<file path="src/rtl/seg_scan_if.sv">
// seg_scan_if
//   Bundles the value/refresh request into the scan controller and the
//   multiplexed 7-segment outputs coming back from it.
//   master : drives i_count/i_update, observes the display outputs
//   slave  : the controller side
//   Signals:
//     i_count     [13:0] binary value to display
//     i_update           one-cycle capture/refresh request
//     o_digit_sel [3:0]  one-hot digit enable (bit 0 = ones)
//     o_seg       [6:0]  segments {g,f,e,d,c,b,a}, active high
//     o_busy             conversion in progress
//     o_ovf              displayed value was clamped to 9999
interface seg_scan_if;
   logic [13:0] i_count;
   logic        i_update;
   logic [3:0]  o_digit_sel;
   logic [6:0]  o_seg;
   logic        o_busy;
   logic        o_ovf;

   modport master (output i_count, i_update,
                   input  o_digit_sel, o_seg, o_busy, o_ovf);
   modport slave  (input  i_count, i_update,
                   output o_digit_sel, o_seg, o_busy, o_ovf);
endinterface

</file>
<file path="src/rtl/seg_scan_controller.sv">
// seg_scan_controller
//   Captures a 14-bit count on request, clamps it to 9999, converts it to
//   four BCD digits with a 14-cycle shift-and-add-3 engine, then commits
//   the digits atomically to the display registers. A free-running scan
//   counter multiplexes the digits onto one 7-segment output.
//   Ports:
//     i_clk    clock, rising edge
//     i_rst_n  asynchronous active-low reset
//     bus      seg_scan_if.slave (i_count, i_update, o_digit_sel, o_seg,
//              o_busy, o_ovf)
//   Parameter:
//     SCAN_DIV clock cycles per digit (2..65535)
//   Build option:
//     SEG_SCAN_LEADING_ZERO_BLANK_EN  blank leading zeros in the upper
//     three digits (ones digit is always shown)
//
//   state  | meaning
//   IDLE   | waiting for i_update
//   CONV   | 14 shift-and-add-3 iterations, one input bit per cycle
//   COMMIT | load BCD result + overflow into display; restart if pending
module seg_scan_controller #(
   parameter int unsigned SCAN_DIV = 1000
) (
   input logic       i_clk,
   input logic       i_rst_n,
   seg_scan_if.slave bus
);
   typedef enum logic [1:0] {IDLE, CONV, COMMIT} state_t;

   state_t      r_state, w_state_nxt;
   logic [13:0] r_bin;
   logic [15:0] r_bcd;
   logic [3:0]  r_bit_cnt;
   logic        r_ovf_cap;
   logic        r_pend;
   logic [15:0] r_disp;
   logic        r_disp_ovf;
   logic [15:0] r_scan_cnt;
   logic [1:0]  r_dig_idx;
   logic [3:0]  r_digit_sel;
   logic [6:0]  r_seg;

   logic        w_capture, w_shift, w_commit;
   logic        w_over;
   logic [13:0] w_clamped;
   logic [15:0] w_bcd_adj;
   logic [15:0] w_disp_nxt;
   logic        w_disp_ovf_nxt;
   logic        w_scan_wrap;
   logic [1:0]  w_idx_nxt;
   logic [3:0]  w_dig_nxt;
   logic        w_blank;

   function automatic logic [3:0] add3(input logic [3:0] n);
      return (n >= 4'd5) ? n + 4'd3 : n;
   endfunction

   function automatic logic [6:0] seg_decode(input logic [3:0] d);
      case (d)
         4'd0:    return 7'b0111111;
         4'd1:    return 7'b0000110;
         4'd2:    return 7'b1011011;
         4'd3:    return 7'b1001111;
         4'd4:    return 7'b1100110;
         4'd5:    return 7'b1101101;
         4'd6:    return 7'b1111101;
         4'd7:    return 7'b0000111;
         4'd8:    return 7'b1111111;
         4'd9:    return 7'b1101111;
         default: return 7'b0000000;
      endcase
   endfunction

   always_ff @(posedge i_clk or negedge i_rst_n) begin
      if (!i_rst_n) r_state <= IDLE;
      else          r_state <= w_state_nxt;
   end

   always_comb begin
      w_state_nxt = r_state;
      w_capture   = 1'b0;
      w_shift     = 1'b0;
      w_commit    = 1'b0;
      case (r_state)
         IDLE: begin
            if (bus.i_update) begin
               w_capture   = 1'b1;
               w_state_nxt = CONV;
            end
         end
         CONV: begin
            w_shift = 1'b1;
            if (r_bit_cnt == 4'd0) w_state_nxt = COMMIT;
         end
         COMMIT: begin
            w_commit = 1'b1;
            // A request landing in the commit cycle itself is merged into
            // the back-to-back restart rather than costing an IDLE cycle.
            if (r_pend || bus.i_update) begin
               w_capture   = 1'b1;
               w_state_nxt = CONV;
            end else begin
               w_state_nxt = IDLE;
            end
         end
         default: w_state_nxt = IDLE;
      endcase
   end

   assign w_over    = bus.i_count > 14'd9999;
   assign w_clamped = w_over ? 14'd9999 : bus.i_count;
   assign w_bcd_adj = {add3(r_bcd[15:12]), add3(r_bcd[11:8]),
                       add3(r_bcd[7:4]),   add3(r_bcd[3:0])};

   always_ff @(posedge i_clk or negedge i_rst_n) begin
      if (!i_rst_n) begin
         r_bin     <= '0;
         r_bcd     <= '0;
         r_bit_cnt <= '0;
         r_ovf_cap <= 1'b0;
         r_pend    <= 1'b0;
      end else begin
         if (w_capture) begin
            r_bin     <= w_clamped;
            r_bcd     <= '0;
            r_bit_cnt <= 4'd13;
            r_ovf_cap <= w_over;
         end else if (w_shift) begin
            r_bcd     <= {w_bcd_adj[14:0], r_bin[13]};
            r_bin     <= {r_bin[12:0], 1'b0};
            r_bit_cnt <= r_bit_cnt - 4'd1;
         end
         if (w_capture)                              r_pend <= 1'b0;
         else if (bus.i_update && r_state != IDLE)   r_pend <= 1'b1;
      end
   end

   // Segment output is computed from next-cycle display/index so that
   // o_seg and o_digit_sel always change on the same edge.
   assign w_disp_nxt     = w_commit ? r_bcd : r_disp;
   assign w_disp_ovf_nxt = w_commit ? r_ovf_cap : r_disp_ovf;
   assign w_scan_wrap    = (r_scan_cnt == 16'(SCAN_DIV - 1));
   assign w_idx_nxt      = w_scan_wrap ? r_dig_idx + 2'd1 : r_dig_idx;
   assign w_dig_nxt      = w_disp_nxt[{w_idx_nxt, 2'b00} +: 4];

`ifdef SEG_SCAN_LEADING_ZERO_BLANK_EN
   always_comb begin
      w_blank = 1'b0;
      case (w_idx_nxt)
         2'd3:    w_blank = (w_disp_nxt[15:12] == 4'd0);
         2'd2:    w_blank = (w_disp_nxt[15:8]  == 8'd0);
         2'd1:    w_blank = (w_disp_nxt[15:4]  == 12'd0);
         default: w_blank = 1'b0;
      endcase
   end
`else
   assign w_blank = 1'b0;
`endif

   always_ff @(posedge i_clk or negedge i_rst_n) begin
      if (!i_rst_n) begin
         r_disp      <= '0;
         r_disp_ovf  <= 1'b0;
         r_scan_cnt  <= '0;
         r_dig_idx   <= '0;
         r_digit_sel <= 4'b0001;
         r_seg       <= 7'b0111111;
      end else begin
         r_disp      <= w_disp_nxt;
         r_disp_ovf  <= w_disp_ovf_nxt;
         r_scan_cnt  <= w_scan_wrap ? 16'd0 : r_scan_cnt + 16'd1;
         r_dig_idx   <= w_idx_nxt;
         r_digit_sel <= 4'b0001 << w_idx_nxt;
         r_seg       <= w_blank ? 7'b0000000 : seg_decode(w_dig_nxt);
      end
   end

   assign bus.o_digit_sel = r_digit_sel;
   assign bus.o_seg       = r_seg;
   assign bus.o_busy      = (r_state != IDLE);
   assign bus.o_ovf       = r_disp_ovf;
endmodule

</file>
<file path="src/flat_wrapper.sv">
// flat-port wrapper written by rule: the top's interface ports become plain ports
module seg_scan_controller_flat 
#(
   parameter int unsigned SCAN_DIV = 1000
)
  (i_clk, i_rst_n, bus_i_count, bus_i_update, bus_o_digit_sel, bus_o_seg, bus_o_busy, bus_o_ovf);
  seg_scan_if bus_i ();
  input logic i_clk;
  input logic i_rst_n;
  input wire logic [$bits(bus_i.i_count)-1:0] bus_i_count;
  input wire logic [$bits(bus_i.i_update)-1:0] bus_i_update;
  output wire logic [$bits(bus_i.o_digit_sel)-1:0] bus_o_digit_sel;
  output wire logic [$bits(bus_i.o_seg)-1:0] bus_o_seg;
  output wire logic [$bits(bus_i.o_busy)-1:0] bus_o_busy;
  output wire logic [$bits(bus_i.o_ovf)-1:0] bus_o_ovf;
  assign bus_i.i_count = bus_i_count;
  assign bus_i.i_update = bus_i_update;
  assign bus_o_digit_sel = bus_i.o_digit_sel;
  assign bus_o_seg = bus_i.o_seg;
  assign bus_o_busy = bus_i.o_busy;
  assign bus_o_ovf = bus_i.o_ovf;
  seg_scan_controller #(.SCAN_DIV(SCAN_DIV)) u_core (.i_clk(i_clk), .i_rst_n(i_rst_n), .bus(bus_i));
endmodule
</file>
<file path="config.mk">
export PLATFORM = sky130hd
export DESIGN_NAME = seg_scan_controller_flat
export DESIGN_NICKNAME = d
export VERILOG_FILES = /design/src/rtl/seg_scan_if.sv /design/src/rtl/seg_scan_controller.sv /design/src/flat_wrapper.sv
export SDC_FILE = /design/constraint.sdc
export NUM_CORES = 1
export LEC_CHECK = 0
export CORE_MARGIN = 2
export CORE_UTILIZATION = 45
export DETAILED_ROUTE_END_ITERATION = 8
export DONT_BUFFER_PORTS = 1
export GPL_ROUTABILITY_DRIVEN = 0
export PLACE_DENSITY_LB_ADDON = 0.05
export SKIP_LAST_GASP = 1
export SLEW_MARGIN = 5
export SYNTH_ARGS = -nofsm -noshare
export SYNTH_HDL_FRONTEND = slang
export SYNTH_SLANG_ARGS = --single-unit
</file>
<file path="constraint.sdc">
create_clock -name i_clk -period 2.5 [get_ports i_clk]
set_clock_uncertainty 0.1 [all_clocks]
set_input_delay 0.25 -clock i_clk [delete_from_list [all_inputs] [get_ports i_clk]]
set_output_delay 0.25 -clock i_clk [all_outputs]
set_load 0.05 [all_outputs]
</file>
==> summary.md <==
| Metric | Value |
|---|---|
| Status | `complete, no violations` |
| Post-synthesis sequential area ratio | `48.1%` |
| Synth warn | `0` |
| Buffers on Ports | `0` |
| First-pass GRT wire length | `15.7 mm` |
| # H-tree levels | `3` |
| Initial core utilization | `45.5%` |
| DRT iter0 DRCs | `131` |
| CP required | `2680 ps` |
| Antenna Cells | `0` |
| Worst slew margin | `63.3%` |
| Rows | `36` |
| DR WL/cell | `15.8 um` |
| Critical path, cell by cell | `nor4_4 -> and4_4 -> mux4_2 -> nand2_2 -> nand2_4 -> ha_2 -> nand2b_1 -> a31o_1` |
| Pin count of the biggest net entering global routing | `85` |
| RSZ-0062 raised after global routing | `yes` |
| Commonest cells after routing, fill and taps aside | `dfrtp_1, nor2_1, nand2_1, buf_4, inv_1` |
| Clock Tree Buf Depth | `2` |
| Number of CTS-inserted buffers | `9` |
| Critical path class | `flop to flop` |
| # DRC | `0` |
| Critical path launch point type | `flop` |
| Synth-to-layout area growth | `18.6%` |
| I/O pins | `30` |
| Final period util | `97.3%` |
| Slowest-stage cell, CP | `mux4_2` |
| WP buf/inv | `0` |
| Cell count after synthesis | `418` |
| Setup-failing EPs final | `0` |
| Placed cells | `560` |
| Max-cap viol count | `0` |
| Fmax | `411 MHz` |
| Internal | `3.51 mW` |
| Final WL | `9.34 mm` |
| DIE AREA | `0.0106 mm^2` |
| FF/Latch Area | `0.00211 mm^2` |
| Largest delay share family, worst path | `simple AND/OR/NAND/NOR gates` |
| Yosys reg bits | `84` |
| Clock share of power | `20.2%` |
| Worst-Margin Slew | `549 ps` |
| Initial antenna violation count | `0` |
| Sequential share of power | `41.6%` |
| Fin. max-slew vios | `0` |
| Syn avg cell area | `10.5 um^2` |
| Post-route ant nets | `0` |
| Footprint of the multi-input gates | `0.00216 mm^2` |
| Setup TNS | `0 ps` |
| Clock Latency Late Sink | `350 ps` |
| CP endpoint kind | `flop` |
| Max rail drop VDD | `581 uV` |
| Vias | `3,167` |
| Root Driver | `clkbuf_8` |
| Power Total | `5.75 mW` |
| Final net count | `485` |
| Vias per cell | `5.37` |
| R2r setup slk | `70 ps` |
| Core area | `0.00964 mm^2` |
| HPWL Detailed | `6.49 mm` |
| GRT overflow | `0` |
| Hold Violations, Final | `0` |
| P_sw | `2.24 mW` |
| Worst hold margin | `4.34 ps` |
| Vias in the first global route | `3,158` |
| GRT Resource Usage Total | `19.2%` |
| CTS clk-pin slew, worst paths | `90 ps` |
| Worst stage delay on the critical path | `500 ps` |
| Synth cell types | `53` |
| DR pass1 iterations | `5` |
| Fraction of registers with async set or reset after synthesis | `100%` |
| Total clock sinks | `84` |
| Layout cell share with drive strength beyond 1 | `21.2%` |
| Sw Share | `39.0%` |
| Min-Delay Path Class | `input port to flop` |
| Period minus WS final | `2430 ps` |
| Power per standard cell area | `1110 mW/mm^2` |
| Crit path max fanout | `4` |
| Ys flop type | `dfrtp_1` |
| CTS tree | `yes` |
| Fillers | `908` |
| CP arrival | `2610 ps` |
| Leak | `2.29 nW` |
| Gate power share | `38.1%` |
| Die Y | `103 um` |
| Commonest non-fill, non-tap cell in the layout | `dfrtp_1` |
| Post-synthesis instance area | `0.00439 mm^2` |
| Post-route insts no fill | `590` |
| Number of flops mapped to enable cells by yosys | `0` |
| Syn nets | `451` |
| Die width | `103 um` |
[sequential cells by signal, indices dropped and copies added, names as in the netlist]
register                count
u_core.r_bit_cnt            4
u_core.r_disp              16
u_core.bus.o_seg            7
u_core.r_bin               14
u_core.r_pend               1
u_core.bus.o_ovf            1
u_core.bus.o_digit_sel      4
u_core.r_dig_idx            2
u_core.r_state              2
u_core.r_scan_cnt          16
u_core.r_bcd               16
u_core.r_ovf_cap            1
[logic make-up after synthesis]
| logic type | share of synthesized area, % |
|---|---|
| buffers and inverters | 4.62 |
| AOI/OAI and AO/OA | 12.8 |
| and+or+nand+nor | 16.5 |
| DFF | 48.1 |
| xor gates and xnor gates | 5.16 |
| adders and majority gates | 4.56 |
| muxes | 8.27 |
[cell usage after synthesis, drive strengths merged, types with 8 or more instances]
cell / count / area (um^2)
clkbuf: 15 / 56.3
xor2: 10 / 87.6
dfrtp: 77 / 1930
nand2b: 10 / 62.6
xnor2: 15 / 139
inv: 26 / 97.6
mux2: 8 / 90.1
mux4: 9 / 203
nand3: 16 / 80.1
ha: 16 / 200
nand2: 30 / 113
a21oi: 16 / 80.1
and3: 10 / 62.6
o21ai: 25 / 125
nor2: 42 / 158
[layer usage]
| layer | global-route usage (%) | up-vias | part of all wire [%] |
|---|---|---|---|
| li1 | - | 1539 | - |
| met1 | 27.5 | 1583 | 50 |
| met2 | 30.5 | 35 | 47 |
| met3 | 3.86 | 10 | 2.3 |
| met4 | 4.25 | 0 | 1.1 |
| met5 | 0 | - | 0 |
[cell type report]
type	instances	area share, %
inverters	26	1.92
repair buffers	45	8.10
well taps	133	3.20
multi-input cells	286	41.6
clock buffers	10	2.45
clock inverters	6	2.16
flip-flops and latches	84	40.6
[through the flow]
stage | worst slack, ps | utilization (%) | area [um^2]
finish | 68.7 | 54.0 | 5200
global route | -41.2 | 54.0 | 5200
CTS | 11.8 | 53.3 | 5130
detailed placement | 40.3 | 49.1 | 4730
global placement | 68.5 | 49.1 | 4730
floorplan | -61.0 | - | 4430
[timing repair]
item	CTS	global route
pin swaps	0	5
endpoints found under the setup margin	1	7
hold buffers	14	0
gates resized for setup	1	20
setup buffers	0	0
endpoints found under the hold margin	96	0
[worst paths after layout]
| path | startpoint | end | cells past startpoint |
|---|---|---|---|
| hold / removal | bus_i_count[3] | u_core.r_bin[3]$_DFFE_PN0P_ | 2 |
| min in group asynchronous | i_rst_n | u_core.r_bcd[5]$_DFFE_PN0P_ | 2 |
| max in group asynchronous | i_rst_n | u_core.r_bcd[8]$_DFFE_PN0P_ | 2 |
| hold reg to reg | u_core.r_scan_cnt[0]$_DFF_PN0_ | u_core.r_scan_cnt[0]$_DFF_PN0_ | 1 |
| setup / recovery | u_core.r_scan_cnt[3]$_DFF_PN0_ | u_core.bus.o_seg[5]$_DFF_PN1_ | 8 |
| setup reg to reg | u_core.r_scan_cnt[3]$_DFF_PN0_ | u_core.bus.o_seg[5]$_DFF_PN1_ | 8 |
[power groups by stage]
stage	clock network (mW)	registers, mW	logic (mW)
after global routing	1.25	2.46	2.50
after detailed placement	0	2.42	2.11
after global placement	0	2.41	2.06
final	1.16	2.39	2.19
after CTS	1.20	2.39	2.17
after floorplan	0	2.29	1.66
Note: power is estimated with default switching activity, not from simulation.
